--- config.mk ---
export PLATFORM = sky130hd
export DESIGN_NAME = store_hash_queue_flat
export DESIGN_NICKNAME = d
export VERILOG_FILES = /design/src/rtl/store_hash_queue_if.sv /design/src/rtl/store_hash_queue.sv /design/src/flat_wrapper.sv
export SDC_FILE = /design/constraint.sdc
export NUM_CORES = 1
export LEC_CHECK = 0
export CORE_MARGIN = 1
export CORE_UTILIZATION = 49
export DETAILED_ROUTE_END_ITERATION = 6
export GPL_TIMING_DRIVEN = 0
export PLACE_DENSITY = 0.87
export SLEW_MARGIN = 10
export SYNTH_ARGS = -nofsm -noshare
export SYNTH_HDL_FRONTEND = slang
export SYNTH_SLANG_ARGS = --single-unit
--- constraint.sdc ---
create_clock -name clk -period 2.3 [get_ports clk]
set_input_delay 0.69 -clock clk [delete_from_list [all_inputs] [get_ports clk]]
set_output_delay 0.69 -clock clk [all_outputs]
set_load 0.01 [all_outputs]
--- src/rtl/store_hash_queue_if.sv ---
// Bundle of store-issue, commit, flush and load-check signals for store_hash_queue.
// The LSU side uses the master modport; the queue itself uses the slave modport.
interface store_hash_queue_if #(
    parameter int HASH_W = 4,
    parameter int ID_W   = 3
);
    logic              push_valid;
    logic              push_ready;
    logic [HASH_W-1:0] push_hash;
    logic [ID_W-1:0]   push_id;
    logic              pop_valid;
    logic              flush;
    logic              load_valid;
    logic [HASH_W-1:0] load_hash;
    logic              conflict;
    logic [ID_W-1:0]   conflict_id;
    logic              empty;
    logic              full;

    modport master (
        output push_valid, push_hash, push_id, pop_valid, flush, load_valid, load_hash,
        input  push_ready, conflict, conflict_id, empty, full
    );

    modport slave (
        input  push_valid, push_hash, push_id, pop_valid, flush, load_valid, load_hash,
        output push_ready, conflict, conflict_id, empty, full
    );
endinterface

--- src/rtl/store_hash_queue.sv ---
// In-order queue of in-flight store hashes with a combinational RAW conflict check.
// Define STORE_HASH_QUEUE_FWD_EN to report the ID of the youngest matching store.
module store_hash_queue #(
    parameter int DEPTH  = 4,
    parameter int HASH_W = 4,
    parameter int ID_W   = 3
) (
    input  logic              clk,
    input  logic              rst,
    store_hash_queue_if.slave bus
);
    localparam int PTR_W = (DEPTH > 1) ? $clog2(DEPTH) : 1;
    localparam int CNT_W = PTR_W + 1;
    localparam logic [PTR_W-1:0] PTR_ONE = PTR_W'(1);
    localparam logic [CNT_W-1:0] CNT_ONE = CNT_W'(1);
    localparam logic [CNT_W-1:0] CNT_FULL = CNT_W'(DEPTH);

    logic [PTR_W-1:0]  head_q, head_d;
    logic [PTR_W-1:0]  tail_q, tail_d;
    logic [CNT_W-1:0]  count_q, count_d;
    logic [DEPTH-1:0]  valid_q, valid_d;
    logic [HASH_W-1:0] hash_q [DEPTH];
    logic [HASH_W-1:0] hash_d [DEPTH];
    logic [ID_W-1:0]   id_q [DEPTH];
    logic [ID_W-1:0]   id_d [DEPTH];

    logic              empty;
    logic              full;
    logic              push_ready;
    logic              push_fire;
    logic              pop_fire;
    logic [DEPTH-1:0]  hit;
    logic              push_hit;
    logic              conflict;

    always_comb begin
        empty      = (count_q == '0);
        full       = (count_q == CNT_FULL);
        push_ready = !full || bus.pop_valid;
        push_fire  = bus.push_valid && push_ready;
        pop_fire   = bus.pop_valid && !empty;
    end

    // A head being popped this cycle still counts, keeping the check conservative.
    always_comb begin
        hit = '0;
        for (int i = 0; i < DEPTH; i++) begin
            hit[i] = valid_q[i] && (hash_q[i] == bus.load_hash);
        end
        push_hit = push_fire && (bus.push_hash == bus.load_hash);
        conflict = bus.load_valid && ((|hit) || push_hit);
    end

`ifdef STORE_HASH_QUEUE_FWD_EN
    logic [PTR_W-1:0] age_idx;
    logic [ID_W-1:0]  fwd_id;

    // Walk from oldest to youngest so the last match seen is the youngest.
    always_comb begin
        fwd_id  = '0;
        age_idx = head_q;
        for (int k = 0; k < DEPTH; k++) begin
            age_idx = head_q + PTR_W'(k);
            if (hit[age_idx]) begin
                fwd_id = id_q[age_idx];
            end
        end
        if (push_hit) begin
            fwd_id = bus.push_id;
        end
        bus.conflict_id = conflict ? fwd_id : '0;
    end
`else
    assign bus.conflict_id = '0;
`endif

    assign bus.conflict   = conflict;
    assign bus.empty      = empty;
    assign bus.full       = full;
    assign bus.push_ready = push_ready;

    always_comb begin
        head_d  = head_q;
        tail_d  = tail_q;
        count_d = count_q;
        valid_d = valid_q;
        hash_d  = hash_q;
        id_d    = id_q;
        if (bus.flush) begin
            valid_d = '0;
            head_d  = '0;
            tail_d  = '0;
            count_d = '0;
        end else begin
            // Pop before push so a full-queue push into the freed slot stays valid.
            if (pop_fire) begin
                valid_d[head_q] = 1'b0;
                head_d          = head_q + PTR_ONE;
            end
            if (push_fire) begin
                valid_d[tail_q] = 1'b1;
                hash_d[tail_q]  = bus.push_hash;
                id_d[tail_q]    = bus.push_id;
                tail_d          = tail_q + PTR_ONE;
            end
            case ({push_fire, pop_fire})
                2'b10:   count_d = count_q + CNT_ONE;
                2'b01:   count_d = count_q - CNT_ONE;
                default: count_d = count_q;
            endcase
        end
    end

    always_ff @(posedge clk or posedge rst) begin
        if (rst) begin
            head_q  <= '0;
            tail_q  <= '0;
            count_q <= '0;
            valid_q <= '0;
            for (int i = 0; i < DEPTH; i++) begin
                hash_q[i] <= '0;
                id_q[i]   <= '0;
            end
        end else begin
            head_q  <= head_d;
            tail_q  <= tail_d;
            count_q <= count_d;
            valid_q <= valid_d;
            hash_q  <= hash_d;
            id_q    <= id_d;
        end
    end
endmodule
--- src/flat_wrapper.sv ---
// flat-port wrapper written by rule: the top's interface ports become plain ports
module store_hash_queue_flat 
#(
    parameter int DEPTH  = 4,
    parameter int HASH_W = 4,
    parameter int ID_W   = 3
)
  (clk, rst, bus_push_valid, bus_push_hash, bus_push_id, bus_pop_valid, bus_flush, bus_load_valid, bus_load_hash, bus_push_ready, bus_conflict, bus_conflict_id, bus_empty, bus_full);
  store_hash_queue_if #(.HASH_W(HASH_W), .ID_W(ID_W)) bus_i ();
  input  logic clk;
  input  logic rst;
  input wire logic [$bits(bus_i.push_valid)-1:0] bus_push_valid;
  input wire logic [$bits(bus_i.push_hash)-1:0] bus_push_hash;
  input wire logic [$bits(bus_i.push_id)-1:0] bus_push_id;
  input wire logic [$bits(bus_i.pop_valid)-1:0] bus_pop_valid;
  input wire logic [$bits(bus_i.flush)-1:0] bus_flush;
  input wire logic [$bits(bus_i.load_valid)-1:0] bus_load_valid;
  input wire logic [$bits(bus_i.load_hash)-1:0] bus_load_hash;
  output wire logic [$bits(bus_i.push_ready)-1:0] bus_push_ready;
  output wire logic [$bits(bus_i.conflict)-1:0] bus_conflict;
  output wire logic [$bits(bus_i.conflict_id)-1:0] bus_conflict_id;
  output wire logic [$bits(bus_i.empty)-1:0] bus_empty;
  output wire logic [$bits(bus_i.full)-1:0] bus_full;
  assign bus_i.push_valid = bus_push_valid;
  assign bus_i.push_hash = bus_push_hash;
  assign bus_i.push_id = bus_push_id;
  assign bus_i.pop_valid = bus_pop_valid;
  assign bus_i.flush = bus_flush;
  assign bus_i.load_valid = bus_load_valid;
  assign bus_i.load_hash = bus_load_hash;
  assign bus_push_ready = bus_i.push_ready;
  assign bus_conflict = bus_i.conflict;
  assign bus_conflict_id = bus_i.conflict_id;
  assign bus_empty = bus_i.empty;
  assign bus_full = bus_i.full;
  store_hash_queue #(.DEPTH(DEPTH), .HASH_W(HASH_W), .ID_W(ID_W)) u_core (.clk(clk), .rst(rst), .bus(bus_i));
endmodule
**Word-level counts from Yosys, hierarchy flattened**

Index checks and enable logic that the tools add are counted.
W data, S select, Z words.

- Bits in registers: 27
- Input port bits: 17
- Output and inout port bits: 7
- Word-level logic and storage cells: 69

- Add/subtract/negate cells: 4
- Order comparisons: 6
- Eq/ne operators: 8
- Multiplexer cells: 17
- Bitwise gates (word level): 5
- Reductions and logical operators: 21

Operators by type and width:

| operator | count |
|---|---|
| $eq A4 B4 Y1 | 5 |
| $mux W4 | 5 |
| $bwmux W16 | 1 |
| $logic_and A1 B1 Y1 | 11 |
| $demux W4 S2 | 1 |
| $mux W2 | 4 |
| $lt A2 B3 Y1 const B | 2 |
| $pmux W3 S2 | 1 |
| $add A2 B1 Y2 const B | 2 |
| $and A4 B4 Y4 | 1 |
| $demux W1 S2 | 2 |
| $ge A2 B1 Y1 const B | 2 |
| $not A4 Y4 | 1 |
| $or A4 B4 Y4 | 1 |
| $reduce_bool A2 Y1 | 2 |
| $reduce_or A4 Y1 | 1 |
| $add A3 B1 Y3 const B | 1 |
| $eq A3 B3 Y1 const B | 1 |
| $ge A3 B3 Y1 const B | 1 |
| $logic_not A3 Y1 | 1 |
| $lt A3 B1 Y1 const B | 1 |
| $mux W3 | 1 |
| $not A2 Y3 | 1 |
| $reduce_bool A3 Y1 | 1 |
| other kinds (8) | 11 |

**Longest topological paths before layout**

Gate-level depths: netlist of the first run.

- Word-level depth: 11
- Depth in mapped cells: 7
- Depth with buffers taken out: 7

**Least setup slack after synthesis of the first run**

Ideal clock, no wire load.

- Kind: input to output
- From: input port bus_pop_valid
- To: output port bus_conflict
- Arrival time: 1.718 ns
- Setup slack: -0.108 ns
- Stages: 4
- Path through: or4b_4 > nand2_4 > o21ai_1 > o31a_1

- Longest elaborated chain between the ends: 5

RTL lines:

| item | RTL line | source |
|---|---|---|
| start, declared | flat_wrapper.sv:15 | `input wire logic [$bits(bus_i.pop_valid)-1:0] bus_pop_valid;` |
| $logic_or A1 B1 Y1 | store_hash_queue.sv:39 | `push_ready = !full \|\| bus.pop_valid;` |
| $logic_and A1 B1 Y1 | store_hash_queue.sv:40 | `push_fire = bus.push_valid && push_ready;` |
| $logic_and A1 B1 Y1 | store_hash_queue.sv:50 | `push_hit = push_fire && (bus.push_hash == bus.load_hash);` |
| $logic_or A1 B1 Y1 | store_hash_queue.sv:51 | `conflict = bus.load_valid && ((\|hit) \|\| push_hit);` |
| $logic_and A1 B1 Y1 | store_hash_queue.sv:51 |  |
| end, declared | flat_wrapper.sv:20 | `output wire logic [$bits(bus_i.conflict)-1:0] bus_conflict;` |

No other way between the ends.

**Worst setup path in the final report of the first run**

Ends and elaborated chain as after synthesis.

==> results.txt, run 1 <==
The tightest min-delay check is of the reg2reg type. The number of warnings printed during yosys synthesis is 0. By area the synthesized netlist is led by sky130_fd_sc_hd__dfrtp_1 41%, sky130_fd_sc_hd__mux2_4 15%, sky130_fd_sc_hd__xor2_1 6.9%, sky130_fd_sc_hd__xnor2_1 6.3%, sky130_fd_sc_hd__ha_1 6.0%. The checks that failed: setup timing. The number of global-route vias before repair was between 1000 and 1500. The number of flip-flops and latches in the synthesized netlist came out at 27. The number of vias per cell came out at between 5 and 6. Among all stages on the critical path, the largest delay is contributed by sky130_fd_sc_hd__or4b_4. Of the cells placed in the final design, the portion with a size suffix greater than 1 is 27.1%. The insertion delay to the later sink of the worst-skew pair came out at between 300 and 400 ps.

The arrival time at the worst endpoint came out at between 1500 and 2000 ps. After floorplanning, the core was sized to cover around 3100 sq um. The worst register-to-register path begins at u_core.count_q[0]. The number of clock buffers added by TritonCTS is 3. The vertical die dimension is around 60 microns.

After clock tree synthesis, the clock-pin slew on the worst setup and hold paths is roughly 140 ps. The required time of the worst setup path is 1610 ps. CTS built an H-tree with a depth of 1.

The worst path buffer plus inverter count is 2. In the post-synthesis netlist, the cell with the most instances is sky130_fd_sc_hd__dfrtp_1. The share of the Yosys chip area taken by registers is 40.8%. Once routing completed, OpenROAD measured the worst setup slack at -243 ps. The synthesized design contains 0 enable-type register cells. The area added between synthesis and finish is 15.6%. The die area is 3620 sq um.

The worst max-slew margin expressed relative to the limit came out at 32.2%. The post-synthesis average cell area is 11.3 sq um. In this run the biggest area consumer among cell types represents roughly two fifths of the synthesized area. Across all hold checks on the routed design, the worst slack comes to between 500 and 600 ps. The per-cell routed wire length came out at 14.8 microns. The slew at the pin closest to its max-slew limit came out at between 1000 and 1500 ps. The number of search-and-repair iterations in the first detailed-routing pass came out at 4. The number of antenna violations at the first check in global routing came to 0.

The HPWL after detailed placement is between 2 and 2.5 mm. The count of boundary I/O pins is 24. The longest individual stage delay on the worst path is 510 ps.

The count of buffers added on input and output ports is 12. The worst setup path is captured at a primary output. The total vias in the final route is 1083. The commonest cells after synthesis are 27 x sky130_fd_sc_hd__dfrtp_1, 16 x sky130_fd_sc_hd__mux2_4, 13 x sky130_fd_sc_hd__nand2_1, 13 x sky130_fd_sc_hd__xor2_1, 12 x sky130_fd_sc_hd__xnor2_1. OpenSTA, run right after detailed placement, puts the worst setup slack at -1110 ps. The areal power density over the cells is ~830 nW/um^2. The post-route clock period utilization came out at 111%. For this run, the leading register cell type out of synthesis is sky130_fd_sc_hd__dfrtp_1.

The CTS sink count came out at 27. The mapped cell area is 1660 sq um. Entering global routing, the biggest net connects 28 pins. Setup repair after global routing could not meet its margin everywhere. The count of standard-cell rows is 20. The global placer's final weighted congestion is about 0.92. The sum of negative setup slack is -350 ps. The maximum clock frequency is ~390 MHz.

The share of async-settable or async-resettable flops after synthesis came out at 100%. The largest total area in the synthesized netlist belongs to sky130_fd_sc_hd__dfrtp_1. The most critical setup path has its startpoint at bus_pop_valid. The startpoint class of the critical path is an input port. The largest fanout on the critical path came out at 6. The global-route total usage across every layer is between 20% and 30%. Traced cell by cell, the critical path runs through buf_2, or4b_4, nand2_4, o21ai_2, o31a_1, buf_2. The setup path with the least slack is of type in2out. The post-layout minimum cycle time came out at approximately 2500 ps.

The buffer depth of the longest clock path came out at 2. The number of fillers in the final layout came out at 279. The cell sitting at the root of the clock tree is a sky130_fd_sc_hd__clkbuf_4. The number of max-slew violations in the final report was 0. The worst vdd rail ir drop came out at about 0.58 mV. The total leakage power is around 0.95 nW. The x dimension of the die came out at ~60 microns. The number of standard cells after synthesis came out at ~150. The sum of routed wire length over all layers came out at about 3.2 mm. The TritonCTS clock tree is done. Global routing finished with a remaining overflow of 0. The post-synthesis cell type count is 31. The detailed-route DRC error count is 0.

The flow ran to the end, but the final reports show violations. The repair_antennas step left the layout with diodes totalling 0. The first global-routing pass estimated roughly 5.4 mm of wire. By instance count, the cell type seen most on the critical path is sky130_fd_sc_hd__buf_2.

The max capacitance violation total is 0. For this block, the initial DRC count from the detailed router was 33. The layout net count is slightly below 200. The starting density of the core is between 50% and 60%. In this run the remaining antenna-violating nets after routing total 0. The final number of setup-violating endpoints is 2. The kind of cell with the highest combined delay along the critical path is simple AND/OR/NAND/NOR gates. In this run the most critical hold path is launched from u_core.valid_q[3].

The final hold violation count is 0. The final worst clock skew is approximately 11 ps.
[report_power, final]
part	total, mW	internal, mW	switching, mW
clock	0.217	0.0668	0.150
combinational	0.633	0.359	0.274
sequential	0.740	0.619	0.121
total	1.59	1.04	0.545
[stage by stage]
step	util [%]	std cells	total power [mW]	area, sq um
after global placement	58.8	205	1.31	1840
after CTS	60.4	213	1.60	1890
final	61.2	214	1.59	1910
after floorplan	-	149	1.18	1660
after detailed placement	58.8	205	1.36	1840
after global routing	61.2	214	1.70	1910
[worst min-delay path: stages (launching register included)]
cell                       delay, ps
sky130_fd_sc_hd__dfrtp_1         390
sky130_fd_sc_hd__nand3b_1         70
sky130_fd_sc_hd__nand2_1          60
[repair_timing]
action	in CTS	in global routing
endpoints found under the setup margin	5	4
setup buffers	4	1
gates cloned	0	0
resized for setup	19	8
hold buffers	0	0
pin swaps	1	1
[placed cells by master (no fill, tap or decap), types with 4 or more instances in the layout]
cell and n:
sky130_fd_sc_hd__dfrtp_1 24, sky130_fd_sc_hd__mux2_4 16, sky130_fd_sc_hd__xor2_1 13, sky130_fd_sc_hd__nand2_1 13
sky130_fd_sc_hd__xnor2_1 12, sky130_fd_sc_hd__ha_1 8, sky130_fd_sc_hd__buf_4 8, sky130_fd_sc_hd__nor2_1 7
sky130_fd_sc_hd__nand2_4 5, sky130_fd_sc_hd__inv_1 5, sky130_fd_sc_hd__dlygate4sd2_1 5, sky130_fd_sc_hd__nand3_1 4
sky130_fd_sc_hd__nand3b_1 4
[per-layer routing]
layer / wire length, microns / track usage [%] / part of all wire [%] / vias up
li1: - / - / - / 528
met1: 1410 / 24.0 / 45 / 532
met2: 1630 / 38.1 / 51 / 18
met3: 97 / 3.90 / 3.1 / 5
met4: 29 / 3.99 / 0.92 / 0
met5: 0 / 0 / 0 / -
[cell families (layout without fill, tap and decap cells)]
kind of cell             Yosys count  count (layout)  share of synthesized area [%]
AO/OA/AOI/OAI                     10              10                           3.93
XOR/XNOR                          25              25                           13.2
adder cells (fa/ha/maj)            9               9                           7.25
buffers and inverters             14              35                           3.85
flip-flops                        27              27                           40.8
multiplexers                      17              17                           15.1
other                              1               3                          0.226
AND/OR/NAND/NOR                   44              44                           15.6
[layout make-up]
type | instances | area, sq um | area share, %
multi-input combinational | 108 | 938 | 49.0
sequential | 27 | 679 | 35.5
timing repair buffer | 17 | 145 | 7.58
tap | 44 | 55.1 | 2.88
buffer | 9 | 47.5 | 2.48
clock buffer | 3 | 22.5 | 1.18
inverter | 5 | 18.8 | 0.980
clock inverter | 1 | 7.51 | 0.392
[flip-flops by register name, summed over array words and instances, names as in the netlist]
name and count:
u_core.hash_q 16, u_core.valid_q 4, u_core.count_q 3, u_core.tail_q 2, u_core.head_q 2
[final timing paths]
kind	to	slack (ps)	cells past startpoint
min in group asynchronous	u_core.hash_q[1]	870	2
worst max register to register	u_core.count_q[2]	70	7
worst min-delay path	u_core.valid_q[3]	540	2
worst max-delay path	bus_conflict	-240	6
worst min register to register	u_core.valid_q[3]	540	2
max in group asynchronous	u_core.count_q[0]	750	2
No activity file was read; power rests on OpenSTA's default activity.
==> inputs of run 2 (changes only) <==
--- a/config.mk
+++ b/config.mk
@@ -6,10 +6,12 @@
 export NUM_CORES = 1
 export LEC_CHECK = 0
 export CORE_MARGIN = 1
-export CORE_UTILIZATION = 49
+export CORE_UTILIZATION = 50
 export DETAILED_ROUTE_END_ITERATION = 6
+export DONT_BUFFER_PORTS = 1
 export GPL_TIMING_DRIVEN = 0
-export PLACE_DENSITY = 0.87
+export PLACE_DENSITY = 0.79
+export REMOVE_ABC_BUFFERS = 1
 export SLEW_MARGIN = 10
 export SYNTH_ARGS = -nofsm -noshare
 export SYNTH_HDL_FRONTEND = slang
==> run 2 against run 1 <==
The run still ends with setup timing left. Worst hold slack got worse by 140 ps. Utilization decreased by 5.3 points. Global-route usage decreased by 1.2 points. Critical path type is now reg2out.
==> results.txt, run 2 (synthesized netlist as in run 1, its figures left out) <==
The first-pass GRT wire length was 4.93 mm (-8.6%). The combined flip-flop and latch cell area came to 679 sq um (unchanged). The worst vdd rail ir drop came to 0.376 mV (-35%). The layout net count is 174 (-12%). The sum of routed wire length over all layers came to 3.03 mm (-3.9%).

The slew at the pin closest to its max-slew limit was 1040 ps (+21.9 ps). The largest delay contributor family on the critical path is simple AND/OR/NAND/NOR gates. The largest fanout on the critical path is 4 (-2). The final cell count without fillers is 191 (-11%). The largest net degree at the start of global routing came to 28 (unchanged). The placed wire-length estimate after detailed placement is 2.18 mm (-7.2%). The final hold violation count is 0 (unchanged). The sum of negative setup slack was -171 ps (+179 ps). The total placed instance area is 1670 sq um (-9.0%). The area of the multi-input gates came out at 933 sq um (-0.53%). In this run the most critical hold path is launched from bus_flush. The maximum clock frequency was 405 MHz (+2.9%). The final worst clock skew is 3.47 ps (-7.55 ps).

The global placer's final weighted congestion is 0.780 (-16%). The post-cts hold buffer count is 0 (unchanged). The depth of the CTS H-tree came out at 1 (unchanged). The worst max-slew margin expressed relative to the limit came out at 30.8% (-1.5 points). The run finished, with violations left. The required time of the worst setup path is 1610 ps (about the same). The x dimension of the die came out at 59.6 microns (-0.97%). The die area came out at 3550 sq um (-1.9%). The worst register-to-register path ends at u_core.count_q[2]. The number of search-and-repair iterations in the first detailed-routing pass came out at 4 (unchanged). The net switching power is 0.489 mW (-10%). The sum of overflow across all layers after global routing was 0 (unchanged). The worst path buffer plus inverter count was 0 (-2). The tree is rooted in a sky130_fd_sc_hd__clkbuf_4. The global-route total usage across every layer came out at 19.2% (-1.2 points). The clock network fraction of total power is 13.9% (+0.2 points). The register with the most flip-flops is u_core.hash_q. The pre-CTS setup slack is -179 ps (+935 ps). The number of cells on the worst hold path came to 1 (-1). The area added between synthesis and finish came out at 4.76%. The startpoint class of the critical path is a flop.

Leaving out fill and tap cells, the most frequent cell in the layout is sky130_fd_sc_hd__dfrtp_1. The setup slack of the critical path after layout was -171 ps (+72.1 ps). The number of global-route vias before repair is 1086 (-8.0%).

The startpoint identified for the worst register-to-register timing path is u_core.count_q[0]. Walking the worst path, the cells encountered are or4b_4, nand2_4, o21ai_2, o31a_1. The number of cells after detailed placement is 184 (-10%). STA classifies the critical path endpoint as a primary output. The areal power density over the cells came out at 859 nW/um^2 (+3.5%).

In the final layout, the registers with the most flip-flops are u_core.hash_q: 16 flops, u_core.valid_q: 4 flops, u_core.count_q: 3 flops. The count of boundary I/O pins is 24 (unchanged). The final standard cell utilization of the core came out at 55.9% (-5.3 points). The clock slew at the register clock pins of the worst setup and hold paths came out at 140 ps (about the same). The share of cells above drive strength 1 came out at 23.1% (-3.9 points).

The number of vias per cell came out at 5.29 (+4.5%). In the layout the commonest cells are 24 x sky130_fd_sc_hd__dfrtp_1, 16 x sky130_fd_sc_hd__mux2_4, 13 x sky130_fd_sc_hd__xor2_1, 13 x sky130_fd_sc_hd__nand2_1, 12 x sky130_fd_sc_hd__xnor2_1. The number of antenna violations at the first check in global routing is 0 (unchanged). The number of clock buffers inserted by TritonCTS is 3 (unchanged). Setup repair after global routing could not meet its margin everywhere. The longest individual stage delay on the worst path is 580 ps (+70 ps). The final total power is 1.49 mW (-6.2%). The detailed-route DRC error count came out at 0 (unchanged). The post-detailed-route count of antenna-violating nets came out at 0 (unchanged). The CTS sink count is 27 (unchanged).

The vertical die dimension came out at 59.6 microns (-0.97%). The arrival time at the worst endpoint came out at 1780 ps (-70 ps). The classification of the worst setup path is reg2out. The slowest stage of the critical path belongs to the cell sky130_fd_sc_hd__or4b_4. The total leakage power came out at 0.848 nW (-11%). The insertion delay to the later sink of the worst-skew pair came out at 320 ps (-20 ps). The total inserted antenna cells is 0 (unchanged).

The length in cells of the worst reg-to-reg path is 7 (unchanged). The internal power summed over all cells is 1.00 mW (-4.1%). The DRC marker count from the first detailed-route iteration is 20 (-39%).

The post-route clock period utilization is 107% (-3.1 points). The total vias in the final route came out at 1010 (-6.7%). The worst-case register-to-register setup slack is 110 ps (+40 ps). The total core area was 3100 sq um (-0.80%).

The number of max-slew violations in the final report came out at 0 (unchanged). The buffer depth of the longest clock path is 2 (unchanged). The switching part of the total power came out at 32.8% (-1.5 points). The end of the worst hold path is u_core.head_q[1]. In this run the worst hold path is classified as in2reg. The per-cell routed wire length came out at 15.9 microns (+7.6%). The final number of setup-violating endpoints is 1 (-1). The final hold slack is 401 ps (-143 ps). The post-layout minimum cycle time came out at 2470 ps (-72.1 ps). TritonCTS built the clock tree. The count of buffers from port buffering came to 0 (-12). The post-route cell area is 1740 sq um (-9.3%).

The combinational group share of total power is 36.9% (-2.9 points). The starting density of the core is 53.4% (+0.43 points). The flip-flop count of the largest register, all copies and words added was 16 (unchanged).

The sequential share of power came to 49.2% (+2.7 points). The number of fillers in the final layout came out at 299 (+7.2%). The count of standard-cell rows is 20 (unchanged). The max capacitance violation total came out at 0 (unchanged). The checks that failed: setup timing.
run 2: changes by cell type in the layout (fill, tap and decap cells not counted):
cell                              delta
sky130_fd_sc_hd__buf_1               -1
sky130_fd_sc_hd__buf_4               -5
sky130_fd_sc_hd__clkdlybuf4s15_2     -1
sky130_fd_sc_hd__nor3_1              +1
sky130_fd_sc_hd__nor3_2              -1
sky130_fd_sc_hd__clkbuf_2            -2
sky130_fd_sc_hd__dlymetal6s2s_1      -1
sky130_fd_sc_hd__dlygate4sd2_1       -5
sky130_fd_sc_hd__clkbuf_1            -2
sky130_fd_sc_hd__clkdlybuf4s50_1     -3
sky130_fd_sc_hd__buf_2               -2
sky130_fd_sc_hd__clkinvlp_4          -1
run 2: final cells by class:
type	instances	share of cell area, %
Clock buffer	4	1.51
Inverter	5	1.08
Multi-Input combinational cell	108	53.8
Sequential cell	27	39.1
Tap cell	44	3.17
Timing Repair Buffer	3	1.30
run 2: worst max path at each step:
stage / startpoint / endpoint / slack (ps) / cells after the start
2_1_floorplan: bus_pop_valid / bus_conflict / -110 / 4
3_3_place_gp: bus_pop_valid / bus_conflict / -170 / 4
3_5_place_dp: bus_pop_valid / bus_conflict / -180 / 4
4_1_cts: u_core.count_q[1] / bus_conflict / -180 / 4
5_1_grt: u_core.count_q[1] / bus_conflict / -230 / 4
6_report: u_core.count_q[1] / bus_conflict / -170 / 4
run 2: worst reg2reg max path, stage by stage (launching register included):
cell and delay, ps:
sky130_fd_sc_hd__dfrtp_2 430, sky130_fd_sc_hd__buf_4 160, sky130_fd_sc_hd__o31ai_2 430, sky130_fd_sc_hd__nor2_1 120
sky130_fd_sc_hd__fa_1 410, sky130_fd_sc_hd__o31ai_1 340, sky130_fd_sc_hd__xnor2_1 160, sky130_fd_sc_hd__nor2_1 50
run 2: repair_timing:
action                                  4_1_cts  5_1_grt
gates resized for setup                       5        0
pin swaps                                     4        0
endpoints found under the setup margin        1        2
buffers inserted                              3        0
run 2: power by group through the flow:
stage          clock network, mW  registers, mW  logic (mW)
2_1_floorplan                  0          0.722       0.448
3_3_place_gp                   0          0.743       0.494
3_5_place_dp                   0          0.758       0.510
4_1_cts                    0.217          0.733       0.556
5_1_grt                    0.236          0.750       0.610
6_report                   0.208          0.733       0.550
run 2: per-layer routing:
layer / GRT usage (%) / up-vias / part of all wire (%)
met2: 35.0 / 24 / 50
met4: 5.98 / 0 / 0.79
met3: 3.71 / 4 / 4.6
met1: 22.7 / 499 / 44
met5: 0 / - / 0
li1: - / 483 / -
==> variant 1: new RTL, settings of run 1 <==
Build with the macro `STORE_HASH_QUEUE_FWD_EN` defined.
--- a/src/rtl/store_hash_queue.sv
+++ b/src/rtl/store_hash_queue.sv
@@ -1,5 +1,7 @@
 // In-order queue of in-flight store hashes with a combinational RAW conflict check.
 // Define STORE_HASH_QUEUE_FWD_EN to report the ID of the youngest matching store.
+`define STORE_HASH_QUEUE_FWD_EN
+
 module store_hash_queue #(
     parameter int DEPTH  = 4,
     parameter int HASH_W = 4,
Check against the original RTL: not equivalent (a bounded check fails within 4 cycles, from zero or initial values and one cycle with rst high).
==> variant 1 against run 1 <==
  * The run still ends with negative setup slack left
  * Maximum frequency shrank 26%
  * Core utilization grew 1.5 points
  * Sequential cell count grew 12
  * Cell area up 69%
  * Total power rose by 83%
  * Routed wire length up 91%
  * Synthesized area rose by 61%
  * Setup slack got worse by 0.90 ns
  * Critical endpoint is now bus_conflict_id[1]
  * Largest cell class unchanged
==> variant 1: results (changes against run 1) <==
- CTS-repair resized insts: 26 (+7)
- Metal3 WL: 360 µm (+270%)
- Worst-margin pin slew: 0.8058 ns (-0.2095 ns)
- Hold EP: u_core.hash_q[11]
- DR vias/cell: 5.875 (+16%)
- Top post-synthesis cells by count: 39 x dfrtp_1, 28 x mux2_2, 25 x nand2_1
- Clock buffer count: 6 (+3)
- Fraction of cell area in non-clock buffers: 0.1115 (+0.01080)
- CP arrival: 2.76 ns (+0.91 ns)
- GR Layer Usage met2: 0.4028 (+0.02130)
- Sequential fraction of the synthesis area: 0.3664 (-0.04149)
- Signal buffers: 41 (+58%)
- Met1 WL: 2530 µm (+80%)
- Drt wl/cell: 17.09 µm (+16%)
- Multi-input combinational area share: 0.5060 (+0.01578)
- Worst skew pair latency: 0.30 ns (-0.04 ns)
- Inverter count: 14 (+9)
- Hold_sp: u_core.hash_q[11]
- Cells after Synth: 246 (+67%)
- First-pass GRT wire length: 9811 µm (+82%)
- Setup TNS: -3.884 ns (-3.534 ns)
- Largest registers: u_core.hash_q: 16 flops, u_core.id_q: 12 flops, u_core.valid_q: 4 flops
- Placed Cells: 334 (+63%)
- Total Power: 2.905 mW (+83%)
- Final setup violation count: 4 (+2)
- Place WS: -1.581 ns (-0.4670 ns)
- Cell Area, Placed: 2935 µm² (+60%)
- Buffers on Ports: 18 (+6)
- Post-synthesis cell type count: 51 (+65%)
- Sequential cell area: 979.7 µm² (+44%)
- Clk Tree Root Cell: clkbuf_8
- Drt total wl: 6032 µm (+91%)
- Multi-input gates: 181 (+68%)
- Outcome: finished, violations left
- Comb pwr share: 0.404 (+0.006)
- Pint: 1.910 mW (+83%)
- GRT Resource Usage Total: 0.2346 (+0.03011)
- Hold path depth: 1 (-1)
- Worst VDD drop: 0.5607 mV (-3.2%)
- Htree depth: 2 (+1)
- Failing checks: negative setup slack
- Clock skew: 0.009161 ns (-0.001858 ns)
- Clock buf/inv share: 0.03625 (+0.02057)
- Final Net Count: 308 (+56%)
- Top area cells in the synthesized netlist: dfrtp_1 37%, mux2_2 12%, mux4_2 7.6%
- Setup WS post-layout: -1.146 ns (-0.9022 ns)
- Clock sink total: 39 (+44%)
- Worst Reg-to-Reg Cells: 9 (+2)
- Share of cells above drive strength 1: 0.3604 (+0.08984)
- PD cells: 895.5 nW/µm² (+7.8%)
- Clock transition at the registers of the reported paths: 0.07 ns (-0.07 ns)
[variant 1: how the worst max path moves through the flow]
stage / from / endpoint / slack [ns] / cells past startpoint
3_3_place_gp: bus_load_hash[3] / bus_conflict_id[1] / -1.55 / 8
3_5_place_dp: bus_load_hash[1] / bus_conflict_id[2] / -1.58 / 9
4_1_cts: bus_load_hash[1] / bus_conflict_id[1] / -1.16 / 9
5_1_grt: bus_load_hash[0] / bus_conflict_id[1] / -1.18 / 9
2_1_floorplan: bus_load_hash[1] / bus_conflict_id[1] / -0.89 / 8
6_report: bus_load_hash[0] / bus_conflict_id[1] / -1.15 / 9
[variant 1: cell families after synthesis]
group           Yosys count  share of synthesized area
xor+xnor                 19                    0.06247
compound gates           35                    0.09442
simple gates             78                     0.1569
flops                    39                     0.3664
buf+inv                  26                    0.05730
mux                      40                     0.2175
fa+ha+maj                 9                    0.04509
==> variant 2: new RTL, config.mk and constraints of run 1 <==
Made on the original files. Reset style: synchronous (`rst`), changed in one clocked block.
--- a/src/rtl/store_hash_queue.sv
+++ b/src/rtl/store_hash_queue.sv
@@ -111,7 +111,7 @@
         end
     end
 
-    always_ff @(posedge clk or posedge rst) begin
+    always_ff @(posedge clk) begin
         if (rst) begin
             head_q  <= '0;
             tail_q  <= '0;
Check against the original RTL: differs if rst is asserted again (counterexample within 4 cycles, from zero or initial values and one cycle with rst high); with rst held inactive, the same outputs for 4 cycles.
==> variant 2 against run 1 <==
  * The flow still finishes with violations (negative setup slack)
  * Sequential cell count unchanged
  * Synthesized area decreased by 5.4%
  * Setup slack improved by 0.019 ns
  * Cell area fell by 2.7%
  * Routed wire length grew 2.9%
  * Hold slack lost 0.053 ns
  * Critical endpoint is now u_core.count_q[2]
Power is not compared: it rests on default switching activity, and its combinational part moved more than twofold at a synthesized area within 25%.
==> variant 2: results (changes against run 1) <==
- Outcome: finished, violations left
- Failing checks: negative setup slack
- Cells after Synth: 180 (+22%)
- GPL Wtd Cong: 0.7942 (-14%)
- Fillers: 275 (-1.4%)
- Top post-synthesis cells by count: 27 x dfxtp_1, 23 x nand2_1, 18 x xor2_1
- Final Instance Count excl. Fillers: 247 (+15%)
- Placed Cells: 238 (+16%)
- Rel. slew slack: 0.5641 (+0.2417)
- Prevailing post-synth register cell: dfxtp_1
- Setup WS post-layout: -0.2246 ns (+0.01882 ns)
- Vias in the first global route: 1179 (-0.17%)
- Async set-reset flop share out of synthesis: 0 (-1.000)
- Top area cells in the synthesized netlist: dfxtp_1 35%, xor2_1 10%, a21oi_2 8.9%
- Share of cells above drive strength 1: 0.2956 (+0.02498)
- Sequential fraction of the synthesis area: 0.3450 (-0.06281)
- Dpl hpwl: 2333 µm (-0.87%)
- CP arrival: 2.80 ns (+0.95 ns)
- Iter 0 DRT Violations: 66 (+100%)
- Final Net Count: 231 (+17%)
- GRT Resource Usage Total: 0.2086 (+0.004114)
- Via Count: 1260 (+16%)
- Largest net degree at the start of global routing: 15 (-46%)
- Drt total wl: 3250 µm (+2.9%)
- Final setup violation count: 2 (unchanged)
- First-pass detailed-route iteration total: 4 (unchanged)
- First-pass GRT wire length: 5416 µm (+0.52%)
- Setup TNS: -0.4458 ns (-0.09567 ns)
- Clock skew: 0.001732 ns (-0.009287 ns)
variant 2: changes by cell type after synthesis, moves of 10 or more:
cell / before / now
nand3_1: 4 / 16
a21oi_2: 0 / 16
mux2_4: 16 / 0
nand2_1: 13 / 23
dfxtp_1: 0 / 27
dfrtp_1: 27 / 0
variant 2: per-stage QoR:
stage	hold WS [ns]	setup slack (ns)	util	instance area [µm²]
6_report	0.4918	-0.2246	0.6098	1862
5_1_grt	0.5035	-0.2904	0.6098	1862
4_1_cts	0.4917	-0.2800	0.5992	1829
3_5_place_dp	0.4722	-1.113	0.5787	1767
3_3_place_gp	0.4681	-1.071	0.5787	1767
2_1_floorplan	0.4600	-0.3508	-	1592
variant 2: final timing paths:
path | from | endpoint | slack [ns] | cells after the start
min | u_core.hash_q[6] | u_core.hash_q[6] | 0.49 | 2
max reg2reg | u_core.count_q[0] | u_core.count_q[2] | -0.20 | 10
max | bus_pop_valid | u_core.count_q[2] | -0.22 | 11
min reg2reg | u_core.hash_q[6] | u_core.hash_q[6] | 0.49 | 2
variant 2: final cells by class:
class	count	area, µm²	share of cell area
plain buffers	13	72.57	0.03898
multi-input cells	133	979.7	0.5262
repair buffers	18	150.1	0.08064
flip-flops and latches	27	545.5	0.2930
inverters	8	32.53	0.01747
clock buffers	4	26.28	0.01411
well taps	44	55.05	0.02957
variant 2: power groups by stage:
stage,logic [mW],registers (mW),clock network (mW)
detailed placement,0.150,0.496,0
global route,0.174,0.487,0.239
finish,0.160,0.485,0.207
CTS,0.153,0.486,0.213
floorplan,0.105,0.494,0
global placement,0.145,0.496,0
variant 2: logic make-up (layout without fill, tap and decap cells):
family,after synthesis,after routing,synth area share
DFF,27,27,0.3450
xor gates and xnor gates,24,24,0.1342
adders and majority gates,10,10,0.08467
buffers and inverters,22,43,0.06949
AOI/OAI and AO/OA,27,27,0.1350
and+or+nand+nor,68,68,0.2228
muxes,1,1,0.006390
other,1,3,0.002394
variant 2: what timing repair did:
action | 4_1_cts | 5_1_grt
setup buffers | 5 | 2
gates resized for setup | 28 | 17
pin swaps | 7 | 8
setup endpoints to repair | 5 | 3
hold buffers | 0 | 0
variant 2: metal layers:
layer | track usage | up-vias | part of all wire
li1 | - | 629 | -
met1 | 0.2600 | 598 | 0.45
met2 | 0.3760 | 27 | 0.50
met3 | 0.04615 | 6 | 0.038
met4 | 0.03061 | 0 | 0.018
met5 | 0 | - | 0
variant 2: critical path, stage by stage:
cell,delay (ns)
buf_6,0.09
or4b_4,0.47
and2_4,0.17
buf_4,0.15
inv_4,0.05
ha_4,0.12
inv_2,0.04
fa_2,0.35
xor2_2,0.18
or3_1,0.36
a21oi_1,0.12
